===== config.mk =====
export PLATFORM = sky130hd
export DESIGN_NAME = tft_text_arbiter
export DESIGN_NICKNAME = d
export VERILOG_FILES = /design/src/rtl/tft_text_pkg.sv /design/src/rtl/tft_text_wr_fifo.sv /design/src/rtl/tft_text_arbiter.sv
export SDC_FILE = /design/constraint.sdc
export NUM_CORES = 1
export LEC_CHECK = 0
export CAP_MARGIN = 20
export CORE_MARGIN = 4
export CORE_UTILIZATION = 27
export DETAILED_ROUTE_END_ITERATION = 8
export GPL_ROUTABILITY_DRIVEN = 0
export PLACE_DENSITY = 0.45
export SETUP_SLACK_MARGIN = 0.2
export SYNTH_ARGS = -nofsm -noshare
export SYNTH_HDL_FRONTEND = slang
export SYNTH_SLANG_ARGS = --single-unit

===== constraint.sdc =====
create_clock -name tft_clock_9m -period 3.55 [get_ports tft_clock_9m]
set_clock_uncertainty 0.2 [all_clocks]
set_input_delay 0.71 -clock tft_clock_9m [delete_from_list [all_inputs] [get_ports tft_clock_9m]]
set_output_delay 0.71 -clock tft_clock_9m [all_outputs]
set_load 0.02 [all_outputs]

===== src/rtl/tft_text_pkg.sv =====
`default_nettype none
// ============================================================================
//  Module   : tft_text_pkg
//  Brief    : Shared constants, FSM encoding and cell-address helper for the
//             480x272 TFT text-mode character buffer (60x17 cells of 8x16).
//  Revision : 1.0  initial release
// ============================================================================
package tft_text_pkg;

  localparam int COLS  = 60;
  localparam int ROWS  = 17;
  localparam int CELLS = 1020;

  localparam logic [7:0] BLANK_CHAR = 8'h20;
  localparam logic [7:0] CHAR_CR    = 8'h0D;
  localparam logic [7:0] CHAR_LF    = 8'h0A;

  // Sized copies of the geometry limits for direct comparison with counters.
  localparam logic [9:0] LAST_CELL = 10'(CELLS - 1);
  localparam logic [5:0] LAST_COL  = 6'(COLS - 1);
  localparam logic [4:0] LAST_ROW  = 5'(ROWS - 1);

  typedef enum logic [0:0] {
    ST_CLEAR = 1'b0,
    ST_IDLE  = 1'b1
  } state_t;

  // row*60 + col as (row<<6) - (row<<2) + col. Evaluated modulo 1024; every
  // legal cell lands below 1020, so the truncated result is exact.
  function automatic logic [9:0] cell_addr(input logic [4:0] row, input logic [6:0] col);
    logic [9:0] row_w;
    row_w = {5'd0, row};
    return (row_w << 6) - (row_w << 2) + {3'd0, col};
  endfunction

endpackage
`default_nettype wire


===== src/rtl/tft_text_wr_fifo.sv =====
`default_nettype none
// ============================================================================
//  Module   : tft_text_wr_fifo
//  Brief    : Small synchronous FIFO with push/pop, flush, empty and count.
//             DEPTH must be a power of two (>= 2) so the pointers wrap freely.
//  Revision : 1.0  initial release
// ============================================================================
module tft_text_wr_fifo #(
  parameter int WIDTH = 8,
  parameter int DEPTH = 4
) (
  input  logic                       tft_clock_9m,
  input  logic                       system_reset_n,
  input  logic                       flush,
  input  logic                       push,
  input  logic [WIDTH-1:0]           push_data,
  input  logic                       pop,
  output logic [WIDTH-1:0]           head,
  output logic                       empty,
  output logic [$clog2(DEPTH):0]     count
);

  localparam int c_aw = $clog2(DEPTH);
  localparam logic [c_aw:0] c_full = (c_aw + 1)'(DEPTH);

  logic [WIDTH-1:0] r_mem [DEPTH];
  logic [c_aw-1:0]  r_wr_ptr;
  logic [c_aw-1:0]  r_rd_ptr;
  logic [c_aw:0]    r_count;
  logic             w_push_ok;
  logic             w_pop_ok;

  // Overflowing pushes and underflowing pops are ignored rather than corrupting state.
  assign w_push_ok = push && (r_count != c_full);
  assign w_pop_ok  = pop && (r_count != '0);

  assign head  = r_mem[r_rd_ptr];
  assign empty = (r_count == '0);
  assign count = r_count;

  // Pointer and occupancy bookkeeping; flush discards everything including a same-cycle push.
  always_ff @(posedge tft_clock_9m or negedge system_reset_n) begin
    if (!system_reset_n) begin
      r_wr_ptr <= '0;
      r_rd_ptr <= '0;
      r_count  <= '0;
    end else if (flush) begin
      r_wr_ptr <= '0;
      r_rd_ptr <= '0;
      r_count  <= '0;
    end else begin
      if (w_push_ok) r_wr_ptr <= r_wr_ptr + 1'b1;
      if (w_pop_ok)  r_rd_ptr <= r_rd_ptr + 1'b1;
      if (w_push_ok && !w_pop_ok)      r_count <= r_count + 1'b1;
      else if (!w_push_ok && w_pop_ok) r_count <= r_count - 1'b1;
    end
  end

  // Storage array; contents need no reset because occupancy gates every read.
  always_ff @(posedge tft_clock_9m) begin
    if (w_push_ok && !flush) r_mem[r_wr_ptr] <= push_data;
  end

endmodule
`default_nettype wire


===== src/rtl/tft_text_arbiter.sv =====
`default_nettype none
// ============================================================================
//  Module   : tft_text_arbiter
//  Brief    : Owns the single-port character RAM. Display reads have fixed
//             priority; UART characters are queued and written at the cursor;
//             a full-screen blanking pass runs after reset and on request.
//  Revision : 1.0  initial release
// ============================================================================
module tft_text_arbiter
  import tft_text_pkg::*;
#(
  parameter int         FIFO_DEPTH = 4,
  parameter logic [7:0] BLANK_CHAR = tft_text_pkg::BLANK_CHAR
) (
  input  logic       tft_clock_9m,
  input  logic       system_reset_n,
  input  logic [9:0] pix_x,
  input  logic [9:0] pix_y,
  input  logic       wr_valid,
  input  logic [7:0] wr_char,
  output logic       wr_ready,
  input  logic       clr_req,
  output logic       clr_busy,
  output logic [9:0] ram_addr,
  output logic       ram_we,
  output logic [7:0] ram_wdata,
  input  logic [7:0] ram_rdata,
  output logic [7:0] char_code,
  output logic       char_valid
);

  localparam int c_fifo_aw = $clog2(FIFO_DEPTH);
  localparam logic [c_fifo_aw:0] c_fifo_full = (c_fifo_aw + 1)'(FIFO_DEPTH);

  state_t           r_state;
  state_t           w_state_n;
  logic [9:0]       r_clr_addr;
  logic [9:0]       w_clr_addr_n;
  logic [4:0]       r_cur_row;
  logic [4:0]       w_cur_row_n;
  logic [5:0]       r_cur_col;
  logic [5:0]       w_cur_col_n;
  logic             r_rst_done;
  logic             r_slot_d;
  logic [7:0]       r_char_hold;

  logic             w_disp_slot;
  logic [9:0]       w_slot_addr;
  logic [9:0]       w_cur_addr;
  logic             w_push;
  logic             w_pop;
  logic             w_flush;
  logic             w_fifo_empty;
  logic [7:0]       w_fifo_head;
  logic [c_fifo_aw:0] w_fifo_count;

  assign w_disp_slot = (pix_x != 10'h3ff) && (pix_y != 10'h3ff) && (pix_x[2:0] == 3'd0);
  assign w_slot_addr = cell_addr(pix_y[8:4], pix_x[9:3]);
  assign w_cur_addr  = cell_addr(r_cur_row, {1'b0, r_cur_col});

  assign clr_busy = (r_state == ST_CLEAR);
  assign wr_ready = (w_fifo_count < c_fifo_full) && (r_state != ST_CLEAR);
  assign w_push   = wr_valid && wr_ready;

  // RAM data arrives the cycle after the slot; pass it straight through then, else hold.
  assign char_valid = r_slot_d;
  assign char_code  = r_slot_d ? ram_rdata : r_char_hold;

  tft_text_wr_fifo #(
    .WIDTH (8),
    .DEPTH (FIFO_DEPTH)
  ) u_wr_fifo (
    .tft_clock_9m   (tft_clock_9m),
    .system_reset_n (system_reset_n),
    .flush          (w_flush),
    .push           (w_push),
    .push_data      (wr_char),
    .pop            (w_pop),
    .head           (w_fifo_head),
    .empty          (w_fifo_empty),
    .count          (w_fifo_count)
  );

  // State, clear address and cursor registers.
  always_ff @(posedge tft_clock_9m or negedge system_reset_n) begin
    if (!system_reset_n) begin
      r_state    <= ST_CLEAR;
      r_clr_addr <= '0;
      r_cur_row  <= '0;
      r_cur_col  <= '0;
    end else begin
      r_state    <= w_state_n;
      r_clr_addr <= w_clr_addr_n;
      r_cur_row  <= w_cur_row_n;
      r_cur_col  <= w_cur_col_n;
    end
  end

  // First cycle out of reset is held quiet so RAM outputs match their reset values; slot tracking.
  always_ff @(posedge tft_clock_9m or negedge system_reset_n) begin
    if (!system_reset_n) begin
      r_rst_done  <= 1'b0;
      r_slot_d    <= 1'b0;
      r_char_hold <= '0;
    end else begin
      r_rst_done <= 1'b1;
      r_slot_d   <= w_disp_slot && r_rst_done;
      if (r_slot_d) r_char_hold <= ram_rdata;
    end
  end

  // Next-state, cursor and RAM port arbitration; the display slot overrides everything.
  always_comb begin
    w_state_n    = r_state;
    w_clr_addr_n = r_clr_addr;
    w_cur_row_n  = r_cur_row;
    w_cur_col_n  = r_cur_col;
    w_pop        = 1'b0;
    w_flush      = 1'b0;
    ram_we       = 1'b0;
    ram_addr     = '0;
    ram_wdata    = '0;

    case (r_state)
      ST_CLEAR: begin
        if (clr_req) begin
          w_clr_addr_n = '0;
          w_flush      = 1'b1;
        end else if (r_rst_done && !w_disp_slot) begin
          ram_we    = 1'b1;
          ram_addr  = r_clr_addr;
          ram_wdata = BLANK_CHAR;
          if (r_clr_addr == LAST_CELL) begin
            w_state_n    = ST_IDLE;
            w_clr_addr_n = '0;
            w_cur_row_n  = '0;
            w_cur_col_n  = '0;
          end else begin
            w_clr_addr_n = r_clr_addr + 10'd1;
          end
        end
      end

      ST_IDLE: begin
        if (clr_req) begin
          // A character accepted this same cycle is dropped by the flush.
          w_state_n    = ST_CLEAR;
          w_clr_addr_n = '0;
          w_flush      = 1'b1;
        end else if (!w_fifo_empty) begin
          if (w_fifo_head == CHAR_CR) begin
            w_pop       = 1'b1;
            w_cur_col_n = '0;
          end else if (w_fifo_head == CHAR_LF) begin
            w_pop       = 1'b1;
            w_cur_col_n = '0;
            w_cur_row_n = (r_cur_row == LAST_ROW) ? 5'd0 : r_cur_row + 5'd1;
          end else if (!w_disp_slot) begin
            w_pop     = 1'b1;
            ram_we    = 1'b1;
            ram_addr  = w_cur_addr;
            ram_wdata = w_fifo_head;
            if (r_cur_col == LAST_COL) begin
              w_cur_col_n = '0;
              w_cur_row_n = (r_cur_row == LAST_ROW) ? 5'd0 : r_cur_row + 5'd1;
            end else begin
              w_cur_col_n = r_cur_col + 6'd1;
            end
          end
        end
      end

      default: begin
        w_state_n = ST_CLEAR;
      end
    endcase

    if (w_disp_slot) begin
      ram_we    = 1'b0;
      ram_addr  = w_slot_addr;
      ram_wdata = '0;
    end

    if (!r_rst_done) begin
      ram_we    = 1'b0;
      ram_addr  = '0;
      ram_wdata = '0;
    end
  end

endmodule
`default_nettype wire


=== Word level (Yosys, flattened, before mapping) ===
Memory sizes are Yosys's and may differ from the RTL's.
Cells that the tools add are included.

* Bits of input ports: 40
* Bits in read-only memories: 0
* Bits in writable memories: 32
* Output and inout bits: 30
* Latch bits: 0
* Memories: 1
* Register bits after elaboration: 39
* Word-level logic and storage cells: 142

* Mux-type cells: 75
* Add/subtract/negate cells: 11
* Bitwise gates (word level): 1
* Reduce and logical (&&, ||, !) cells: 24
* Div/mod/pow operators: 0
* $lt $le $gt $ge: 1
* Multipliers: 0
* Shift operators: 0
* Eq/ne operators: 19

{| class="wikitable"
|+ Memories
! memory !! words !! bits a word !! rd ports !! clocked after Yosys merged registers in !! wr ports !! line !! text
|-
| u_wr_fifo.r_mem || 4 || 8 || 1 || 0 || 1 || tft_text_wr_fifo.sv:26 || <nowiki>logic [WIDTH-1:0] r_mem [DEPTH];</nowiki>
|}

{| class="wikitable"
|+ Operator list
! cell !! number
|-
| $mux 10 || 12
|-
| $mux 6 || 11
|-
| $mux 8 || 7
|-
| $mux 5 || 10
|-
| $pmux 10 s2 || 2
|-
| $mux 1 || 21
|-
| $ne 10x10->1 const B || 2
|-
| $sub 10x7->10 || 2
|-
| $eq 8x4->1 const B || 2
|-
| $pmux 8 s2 || 1
|-
| $pmux 6 s2 || 1
|-
| $logic_and 1x1->1 || 11
|-
| $add 10x1->10 const B || 1
|-
| $add 10x6->10 || 1
|-
| $add 10x7->10 || 1
|-
| $eq 10x10->1 const B || 1
|-
| $ne 2x2->1 const B || 5
|-
| $pmux 5 s2 || 1
|-
| $mux 3 || 3
|-
| $mux 2 || 4
|-
| $reduce_and 8->1 || 1
|-
| $add 6x1->6 const B || 1
|-
| $eq 6x6->1 const B || 1
|-
| $logic_not 3->1 || 2
|-
| other kinds (18) || 27
|}

=== Longest topological paths before layout ===
Gate-level depths: netlist of run 1.

* Depth in word-level cells: 14
* Mapped depth: 10
* Depth with buffers taken out: 10

=== By module ===
From an unflattened synthesis of run 1, not the netlist that was laid out.

* Cell total of the unflattened synthesis: 405
* Area total of the unflattened synthesis: 4,394.2 µm²

{| class="wikitable"
|+ Modules (own cells, without submodules)
! module !! sequential area each (µm²) !! times used !! cells each !! area an instance (µm²)
|-
| tft_text_arbiter || 800.8 || 1 || 300 || 2,665.1
|-
| tft_text_wr_fifo || 1,136.1 || 1 || 105 || 1,729.2
|}

=== Worst setup path after synthesis of run 1 ===
OpenSTA, ideal clock, no wires.

* Kind: register -> register
* From: reg u_wr_fifo.r_rd_ptr[0]
* To: reg u_wr_fifo.r_count[2] (netlist: u_wr_fifo.count[2])
* Slack: -0.020 ns
* Cell stages (with the launch flop): 11
* Path buffers: 1
* Data arrival time: 3.292 ns
* Period minus slack after synthesis: 3.570 ns
* Library setup time: 0.078 ns
* Data required time: 3.272 ns
* Cells stage by stage: dfrtp_1 > buf_6 > mux4_1 > or3b_2 > a211oi_2 > o21ai_0 > ha_1 > fa_1 > xnor2_1 > or3_1 > a21oi_1

* Cells in the longest elaborated chain, start to end: 12
* Elaborated cells on any way between the ends: 15
* Classes of those cells: 2 x eq/ne; 7 x mux; 5 x reduce/logical; 1 x memory

{| class="wikitable"
|+ RTL lines
! item !! line !! text
|-
| start, declared || tft_text_wr_fifo.sv:28 || <nowiki>logic [c_aw-1:0] r_rd_ptr;</nowiki>
|-
| start signal, assigned || tft_text_wr_fifo.sv:53 || <nowiki>if (w_pop_ok) r_rd_ptr <= r_rd_ptr + 1'b1;</nowiki>
|-
| $mem_v2 4x8 * || - ||
|-
| $eq 8x4->1 || tft_text_arbiter.sv:154 || <nowiki>end else if (w_fifo_head == CHAR_LF) begin</nowiki>
|-
| $mux 1 || tft_text_arbiter.sv:154 ||
|-
| $mux 1 * || tft_text_arbiter.sv:151 || <nowiki>if (w_fifo_head == CHAR_CR) begin</nowiki>
|-
| $mux 1 * || tft_text_arbiter.sv:150 || <nowiki>end else if (!w_fifo_empty) begin</nowiki>
|-
| $mux 1 * || tft_text_arbiter.sv:145 || <nowiki>if (clr_req) begin</nowiki>
|-
| $mux 1 * || tft_text_arbiter.sv:124 || <nowiki>case (r_state)</nowiki>
|-
| $logic_and 1x1->1 * || tft_text_wr_fifo.sv:35 || <nowiki>assign w_pop_ok = pop && (r_count != '0);</nowiki>
|-
| $logic_not 1->1 || tft_text_wr_fifo.sv:54 || <nowiki>if (w_push_ok && !w_pop_ok) r_count <= r_count + 1'b1;</nowiki>
|-
| $logic_and 1x1->1 || tft_text_wr_fifo.sv:54 ||
|-
| $mux 3 || tft_text_wr_fifo.sv:54 ||
|-
| $mux 3 || tft_text_wr_fifo.sv:47 || <nowiki>end else if (flush) begin</nowiki>
|-
| end signal, assigned || tft_text_wr_fifo.sv:54 ||
|-
| end signal, assigned || tft_text_wr_fifo.sv:55 || <nowiki>else if (!w_push_ok && w_pop_ok) r_count <= r_count - 1'b1;</nowiki>
|-
| end, declared || tft_text_wr_fifo.sv:29 || <nowiki>logic [c_aw:0] r_count;</nowiki>
|}

Mark *: on every way between the ends. The rest lies on a longest branch, timed or not.
A chain may end at the register's enable or synchronous reset.

=== Worst setup path in the final report of run 1 ===
* From: in pix_x[7]
* To: out ram_addr[8]

* Cells in the longest elaborated chain, start to end: 10
* Elaborated cells on any way between the ends: 11
* Classes of those cells: 1 x add/sub; 1 x eq/ne; 5 x mux; 4 x reduce/logical

{| class="wikitable"
|+ RTL lines
! item !! line !! text
|-
| start, declared || tft_text_arbiter.sv:17 || <nowiki>input logic [9:0] pix_x,</nowiki>
|-
| $ne 10x10->1 || tft_text_arbiter.sv:57 || <nowiki>assign w_disp_slot = (pix_x != 10'h3ff) && (pix_y != 10'h3ff) && (pix_x[2:0] == 3'd0);</nowiki>
|-
| $logic_and 1x1->1 (2 in a row) || tft_text_arbiter.sv:57 ||
|-
| $logic_not 1->1 || - ||
|-
| $logic_and 1x1->1 || tft_text_arbiter.sv:129 || <nowiki>end else if (r_rst_done && !w_disp_slot) begin</nowiki>
|-
| $mux 10 || tft_text_arbiter.sv:129 ||
|-
| $mux 10 || tft_text_arbiter.sv:126 || <nowiki>if (clr_req) begin</nowiki>
|-
| $pmux 10 s2 || tft_text_arbiter.sv:124 ||
|-
| $mux 10 * || tft_text_arbiter.sv:178 || <nowiki>if (w_disp_slot) begin</nowiki>
|-
| $mux 10 * || tft_text_arbiter.sv:184 || <nowiki>if (!r_rst_done) begin</nowiki>
|-
| end, declared || tft_text_arbiter.sv:24 || <nowiki>output logic [9:0] ram_addr,</nowiki>
|}

Marked as above.

==> results of run 1 <==
-- where the power goes --
group	internal, mW	leakage, nW	switching, mW
clock network	0.541	0.142	0.344
logic	0.223	1.73	0.196
registers	0.885	0.798	0.0114
total	1.65	2.67	0.551
-- state kept, by name (all words and copies together), names as in the netlist --
register and count:
u_wr_fifo.r_rd_ptr 2, r_clr_addr 10, r_char_hold 8, r_state 1, r_rst_done 1, char_valid 1, r_cur_row 5, u_wr_fifo.r_mem 32
u_wr_fifo.r_wr_ptr 2, u_wr_fifo.count 3, r_cur_col 6
-- routing by layer --
layer  vias up  global-route usage  wire length, um
li1       1772                   -                -
met1      1700               0.174             5350
met2        83               0.226             5710
met3        11              0.0214              434
met4         0              0.0438              157
met5         -                   0                0
-- cell type report --
| type | count | share of cell area |
|---|---|---|
| Timing Repair Buffer | 157 | 0.221 |
| Inverter | 24 | 0.0145 |
| Multi-Input combinational cell | 290 | 0.380 |
| Tap cell | 188 | 0.0367 |
| Clock buffer | 10 | 0.0357 |
| Sequential cell | 71 | 0.302 |
| Clock inverter | 6 | 0.00957 |
-- metrics by stage --
step	setup TNS [ns]	hold slack, ns	cells
3_5_place_dp	-12.70	0.289	708
4_1_cts	-2.72	0.302	734
2_1_floorplan	0	0.214	394
6_report	-2.51	0.296	746
3_3_place_gp	-12.60	0.284	708
5_1_grt	-4.43	0.312	746
-- kinds of logic (layout without fill, tap and decap cells) --
group,count (synthesis),count (layout),share of synthesized area
AO/OA/AOI/OAI,94,94,0.146
XOR/XNOR,14,14,0.0295
adder cells (fa/ha/maj),29,29,0.0908
buffers and inverters,33,197,0.0316
flip-flops,71,71,0.466
multiplexers,16,16,0.0704
other,1,1,0.000901
AND/OR/NAND/NOR,136,136,0.165
-- cells in the mapped netlist, types with 2 or more instances --
cell,n,area share
a211oi_1,2,0.0036
a21o_1,2,0.0036
a21oi_1,12,0.014
a2bb2oi_1,2,0.0042
a31o_2,2,0.0042
a31oi_1,2,0.0030
and2_1,5,0.0075
and3_1,9,0.014
clkbuf_1,7,0.0063
dfrtp_1,39,0.23
edfxtp_1,32,0.23
fa_1,2,0.0096
ha_1,27,0.081
inv_1,23,0.021
mux2_2,8,0.022
mux4_1,6,0.038
mux4_2,2,0.011
nand2_1,18,0.016
nand2b_1,10,0.015
nand3_1,17,0.020
nand4_1,2,0.0030
nor2_1,41,0.037
nor2b_1,5,0.0075
nor3_1,13,0.016
o21a_1,4,0.0072
o21ai_0,32,0.038
o22ai_1,10,0.015
o31ai_1,8,0.014
o41ai_1,3,0.0063
or2_2,3,0.0045
or3_1,5,0.0075
xnor2_1,8,0.017
xor2_1,6,0.013
-- worst max-delay path by stage --
stage / from / to / depth (start not counted)
3_5_place_dp: pix_y[5] / ram_addr[8] / 11
5_1_grt: u_wr_fifo.r_rd_ptr[0] / ram_addr[8] / 9
6_report: pix_x[7] / ram_addr[8] / 9
3_3_place_gp: pix_y[5] / ram_addr[8] / 11
2_1_floorplan: u_wr_fifo.r_rd_ptr[0] / u_wr_fifo.count[2] / 10
4_1_cts: u_wr_fifo.r_rd_ptr[0] / ram_addr[7] / 9
-- what timing repair did --
action / 4_1_cts / 5_1_grt
endpoints found under the setup margin: 24 / 24
gates resized for setup: 151 / 52
cloned: 0 / 0
buffers inserted: 10 / 12
pin swaps: 16 / 27
hold buffers: 0 / 0
==> metrics.md, run 1 <==
| Metric | Value |
|---|---|
| Synth warn | 0 |
| Worst hold endpoint | r_char_hold[0] |
| Worst slew margin | 0.380 |
| GRT Resource Usage Total | 0.133 |
| Pwr Density | 343 mW/mm2 |
| Multi-input gate area | 0.00244 mm2 |
| Clock transition at the registers of the reported paths | 0.06 ns |
| Setup Viol. Count Final | 18 |
| Gate Count Post-Synth | 394 |
| Nature of the critical path startpoint | input port |
| R2r endpoint | u_wr_fifo.count[2] |
| Layout area overhead | 54.0% |
| TritonCTS buffer count | 9 |
| Violated checks | negative setup slack |
| Ports | 70 |
| Syn Area/Cell | between 10 and 15 um2 |
| Ys async rst share | 0.549 |
| Vias in the first global route | roughly 3700 |
| DIE AREA | roughly 0.017 mm2 |
| Iteration-0 DRC Markers | 120 |
| Die Y | 132 um |
| Hold Path Class | flip-flop to flip-flop |
| Largest net degree at the start of global routing | 40 |
| Initial antenna violation count | 0 |
| Cell Area, Synth | 0.00416 mm2 |
| CP Capture Type | output pin |
| Fmax | ~270 MHz |
| DP Worst Slack | -0.864 ns |
| Crit path cell chain | clkdlybuf4s50_1 > ha_4 > ha_1 > nor2b_1 > o21a_1 > o41a_1 > xor2_1 > a31o_2 > buf_6 |
| # diodes | 0 |
| Final worst-path cycle share | 1.06 |
| Final wirelength | 11.7 mm |
| Worst Reg2Reg Path Length in Cells | 13 |
| WL/cell | roughly 16 um |
| DR DRC count | 0 |
| Clock Latency Late Sink | roughly 0.33 ns |
| Worst Path Buf+Inv | 2 |
| Clk sinks | 71 |
| Fill cells | 1445 |
| Drt first pass iters | 4 |
| Peak supply drop | 0.211 mV |
| TritonCTS clock tree | done |
| H-tree depth | 3 |
| Register Area | 0.00194 mm2 |
| Layout Utilization | 0.423 |
| Cell Area, Placed | 0.00564 mm2 |
| Port bufs | between 60 and 70 |
| Vias per std cell | roughly 4.8 |
| Sequential fraction of the synthesis area | 0.466 |
| Max-cap violation count | 0 |
| Fin worst setup slack | -0.213 ns |
| Fin. Hold Viols | 0 |
| Status | finished with violations |
| EDFF count, synth | 32 |
| Worst r2r src | u_wr_fifo.r_rd_ptr[0] |
| Crit path max-delay cell type | clkdlybuf4s50_1 |
| Antenna viol nets, final | 0 |
| Fraction of layout cells with a size suffix above 1 | 0.371 |
| DR vias | 3566 |
| Fin. max-slew vios | 0 |
| Critical path peak fanout | 2 |
| RSZ-0062 raised after global routing | yes |
| Static Leak | 2.67 nW |
| Post-DP HPWL | 8.64 mm |
| CTS root buf | clkbuf_16 |
| Commonest non-fill, non-tap cells in the layout | buf_4, dfrtp_1, nor2_1, clkdlybuf4s50_1, edfxtp_1 |
| WS Path Type | input port to output pin |
| Final instance area | approximately 0.0064 mm2 |
| Most common cell after layout, fill and taps aside | buf_4 |
| First-pass GRT wire length | 18.6 mm |
| Tot Pwr | between 2 and 2.5 mW |
| Fin crit period | 3.76 ns |
| Chip width | 132 um |
| Slowest stage delay, CP | 0.52 ns |
| Nets@finish | 622 |
| Hold path start | r_char_hold[0] |
| Distinct cells, synth | 60 |
| Yosys reg bits | 71 |
| Critical Path AT | around 2.9 ns |
| Std cell rows | 45 |
| Core Footprint | 0.0151 mm2 |
| Worst slew pin tran | approximately 0.93 ns |
| Primary FF master, synth | dfrtp_1 |
| Clock Path Buffers | 2 |
| Starting Density | 0.275 |
| CP Data Required Time | roughly 2.6 ns |
| Net Count, Synth | 463 |
| Delay-heaviest family, CP | compound AO/OA/AOI/OAI gates |
| Hold Crit Depth | 1 |
| GRT overflow | 0 |
| Worst R2R Setup Slack | -0.08 ns |
(Power assumes the default switching activity.)
==> run 2, diff against run 1 <==
Settings changed: CAP_MARGIN 20 to 30, CTS_CLUSTER_DIAMETER set to 150.
==> run 2 against run 1 <==
Net effect:
- the run still ends with negative setup slack left
- design area is 0.47% higher
- total power is 0.23% higher
- die area unchanged
- maximum frequency about the same
==> metrics.md, run 2 (synthesis gave the netlist of run 1 again) <==
| Metric | Value |
|---|---|
| Worst R2R Setup Slack | -0.08 ns (about the same) |
| Most common cell after layout, fill and taps aside | buf_4 |
| Critical Path AT | 2.85 ns (about the same) |
| Pwr Density | 343 mW/mm2 (-0.23%) |
| Std cell rows | 45 (unchanged) |
| Fmax | 266 MHz (about the same) |
| Hold Path Class | flip-flop to flip-flop |
| Starting Density | 0.275 (unchanged) |
| CTS root buf | clkbuf_16 |
| Static Leak | 2.68 nW (+0.51%) |
| Cell Area, Placed | 0.00564 mm2 (unchanged) |
| Fin worst setup slack | -0.210 ns (+0.00342 ns) |
| Fin crit period | 3.76 ns (-0.00342 ns) |
| Peak supply drop | 0.210 mV (about the same) |
| Violated checks | negative setup slack |
| DR vias | 3595 (+0.81%) |
| Biggest register | u_wr_fifo.r_mem |
| Worst slew margin | 0.635 (+0.255) |
| Clock transition at the registers of the reported paths | 0.06 ns (about the same) |
| Fin Setup TNS | -2.57 ns (-0.0538 ns) |
| Number of flip-flops in the largest register | 32 (unchanged) |
| Tot Pwr | 2.21 mW (+0.23%) |
| Vias per std cell | 4.81 (+0.54%) |
| Core Footprint | 0.0151 mm2 (unchanged) |
| Slowest stage delay, CP | 0.52 ns (about the same) |
| Die Y | 132 um (unchanged) |
| # diodes | 0 (unchanged) |
| Fin. Hold Viols | 0 (unchanged) |
| Levels on crit path | 9 (unchanged) |
| Port bufs | 69 (unchanged) |
| Initial antenna violation count | 0 (unchanged) |
| TritonCTS clock tree | done |
| Reg power frac | 0.407 (about the same) |
| Nature of the critical path startpoint | input port |
| Worst Path Buf+Inv | 2 (unchanged) |
| RSZ-0062 raised after global routing | yes |
| Status | finished with violations |
| Comb pwr share | 0.191 (about the same) |
| H-tree depth | 3 (unchanged) |
| Clock power frac | 0.402 (about the same) |
| Layout area overhead | 54.7% |
| Psw | 0.553 mW (+0.39%) |
| Crit path max-delay cell type | clkdlybuf4s50_1 |
| Commonest non-fill, non-tap cells in the layout | buf_4, dfrtp_1, nor2_1, clkdlybuf4s50_1, edfxtp_1 |
| CP Data Required Time | 2.64 ns (about the same) |
| Setup Viol. Count Final | 18 (unchanged) |
| Max-cap violation count | 0 (unchanged) |
| Worst slew pin tran | 0.544 ns (-0.386 ns) |
| Antenna viol nets, final | 0 (unchanged) |
| Iteration-0 DRC Markers | 113 (-5.8%) |
| R2r endpoint | u_wr_fifo.count[2] |
| Clock Path Buffers | 2 (unchanged) |
| TritonCTS buffer count | 9 (unchanged) |
| Largest net degree at the start of global routing | 40 (unchanged) |
| Pint | 1.65 mW (+0.18%) |
| Top flop regs | u_wr_fifo.r_mem (32), r_clr_addr (10), r_char_hold (8) |
| Fin. max-slew vios | 0 (unchanged) |
| Post-DP HPWL | 8.64 mm (unchanged) |
| Worst Reg2Reg Path Length in Cells | 13 (unchanged) |
| Ports | 70 (unchanged) |
| Chip width | 132 um (unchanged) |
| Crit path cell chain | clkdlybuf4s50_1 > ha_4 > ha_1 > nor2b_1 > o21a_1 > o41a_1 > xor2_1 > a31o_2 > buf_6 |
| Delay-heaviest family, CP | compound AO/OA/AOI/OAI gates |
| WL/cell | 15.6 um (-0.25%) |
| Worst r2r src | u_wr_fifo.r_rd_ptr[0] |
| Vias in the first global route | 3652 (unchanged) |
| GRT Resource Usage Total | 0.133 (unchanged) |
| Critical Path Start | pix_x[7] |
| Fill cells | 1443 (-0.14%) |
| GRT overflow | 0 (unchanged) |
| Clock Latency Late Sink | 0.33 ns (about the same) |
| Sw Share | 0.251 (+0.000390) |
| WS Path Type | input port to output pin |
| Layout Utilization | 0.425 (+0.00198) |
| Worst Setup EP | ram_addr[8] |
| Critical path peak fanout | 2 (unchanged) |
| DR DRC count | 0 (unchanged) |
| CP Capture Type | output pin |
| Nets@finish | 624 (+0.32%) |
| Final worst-path cycle share | 1.06 (about the same) |
| First-pass GRT wire length | 18.6 mm (unchanged) |
| Final wirelength | 11.7 mm (about the same) |
| Drt first pass iters | 4 (unchanged) |
| DP Worst Slack | -0.864 ns (unchanged) |
| DIE AREA | 0.0175 mm2 (unchanged) |
| Fraction of layout cells with a size suffix above 1 | 0.371 (+0.000461) |
| Clk sinks | 71 (unchanged) |
| Final instance area | 0.00644 mm2 (+0.47%) |
-- run 2: cell count changes in the layout (fill, tap and decap cells not counted) --
cell	before	now
dlygate4sd3_1	0	1
buf_12	1	2
-- run 2: cell type report --
class	count	area (um2)	area share
tap	188	235	0.0365
multi-input combinational	290	2440	0.378
inverter	24	92.6	0.0144
clock buffer	10	229	0.0356
sequential	71	1940	0.301
timing repair buffer	159	1450	0.224
clock inverter	6	61.3	0.00952
-- run 2: worst min-delay path by stage --
stage,slack (ns),to,from,depth (start not counted)
3_5_place_dp,0.29,r_char_hold[2],r_char_hold[2],1
5_1_grt,0.31,r_char_hold[0],r_char_hold[0],1
4_1_cts,0.30,r_char_hold[2],r_char_hold[2],1
6_report,0.30,r_char_hold[0],r_char_hold[0],1
2_1_floorplan,0.21,char_valid,system_reset_n,0
3_3_place_gp,0.28,r_char_hold[7],r_char_hold[7],1
-- run 2: metal layers --
metal,wire length (um),part of all wire,vias to the layer above,global-route usage
met5,0,0,-,0
met4,156,0.013,0,0.0438
met3,444,0.038,11,0.0214
met2,5750,0.49,90,0.226
met1,5310,0.46,1717,0.174
li1,-,-,1777,-
-- run 2: power groups by stage --
stage               registers [mW]  clock network [mW]  logic [mW]
floorplan                    0.911                   0       0.186
global placement             0.912                   0       0.378
detailed placement           0.913                   0       0.381
CTS                          0.897               0.916       0.401
global route                 0.899               0.949       0.459
finish                       0.897               0.887       0.422
-- run 2: timing repair --
item	4_1_cts	5_1_grt
pin swaps	16	27
gates resized for setup	151	52
hold endpoints to repair	0	2
buffers inserted	10	12
hold buffers	0	1
endpoints found under the setup margin	24	24
-- run 2: worst register-to-register path, stage by stage (launching register included) --
cell and delay [ns]:
dfrtp_2 0.40, buf_6 0.14, mux4_2 0.53, or3_4 0.42, a211oi_4 0.33, buf_4 0.17
buf_6 0.10, buf_6 0.10, o21ai_4 0.06, ha_4 0.16, fa_2 0.33, xnor2_1 0.14
or3_1 0.33, a21oi_2 0.14
-- run 2: through the flow --
stage / hold slack, ns / cells
6_report: 0.296 / 748
5_1_grt: 0.312 / 748
4_1_cts: 0.302 / 734
3_5_place_dp: 0.289 / 708
3_3_place_gp: 0.284 / 708
2_1_floorplan: 0.214 / 394
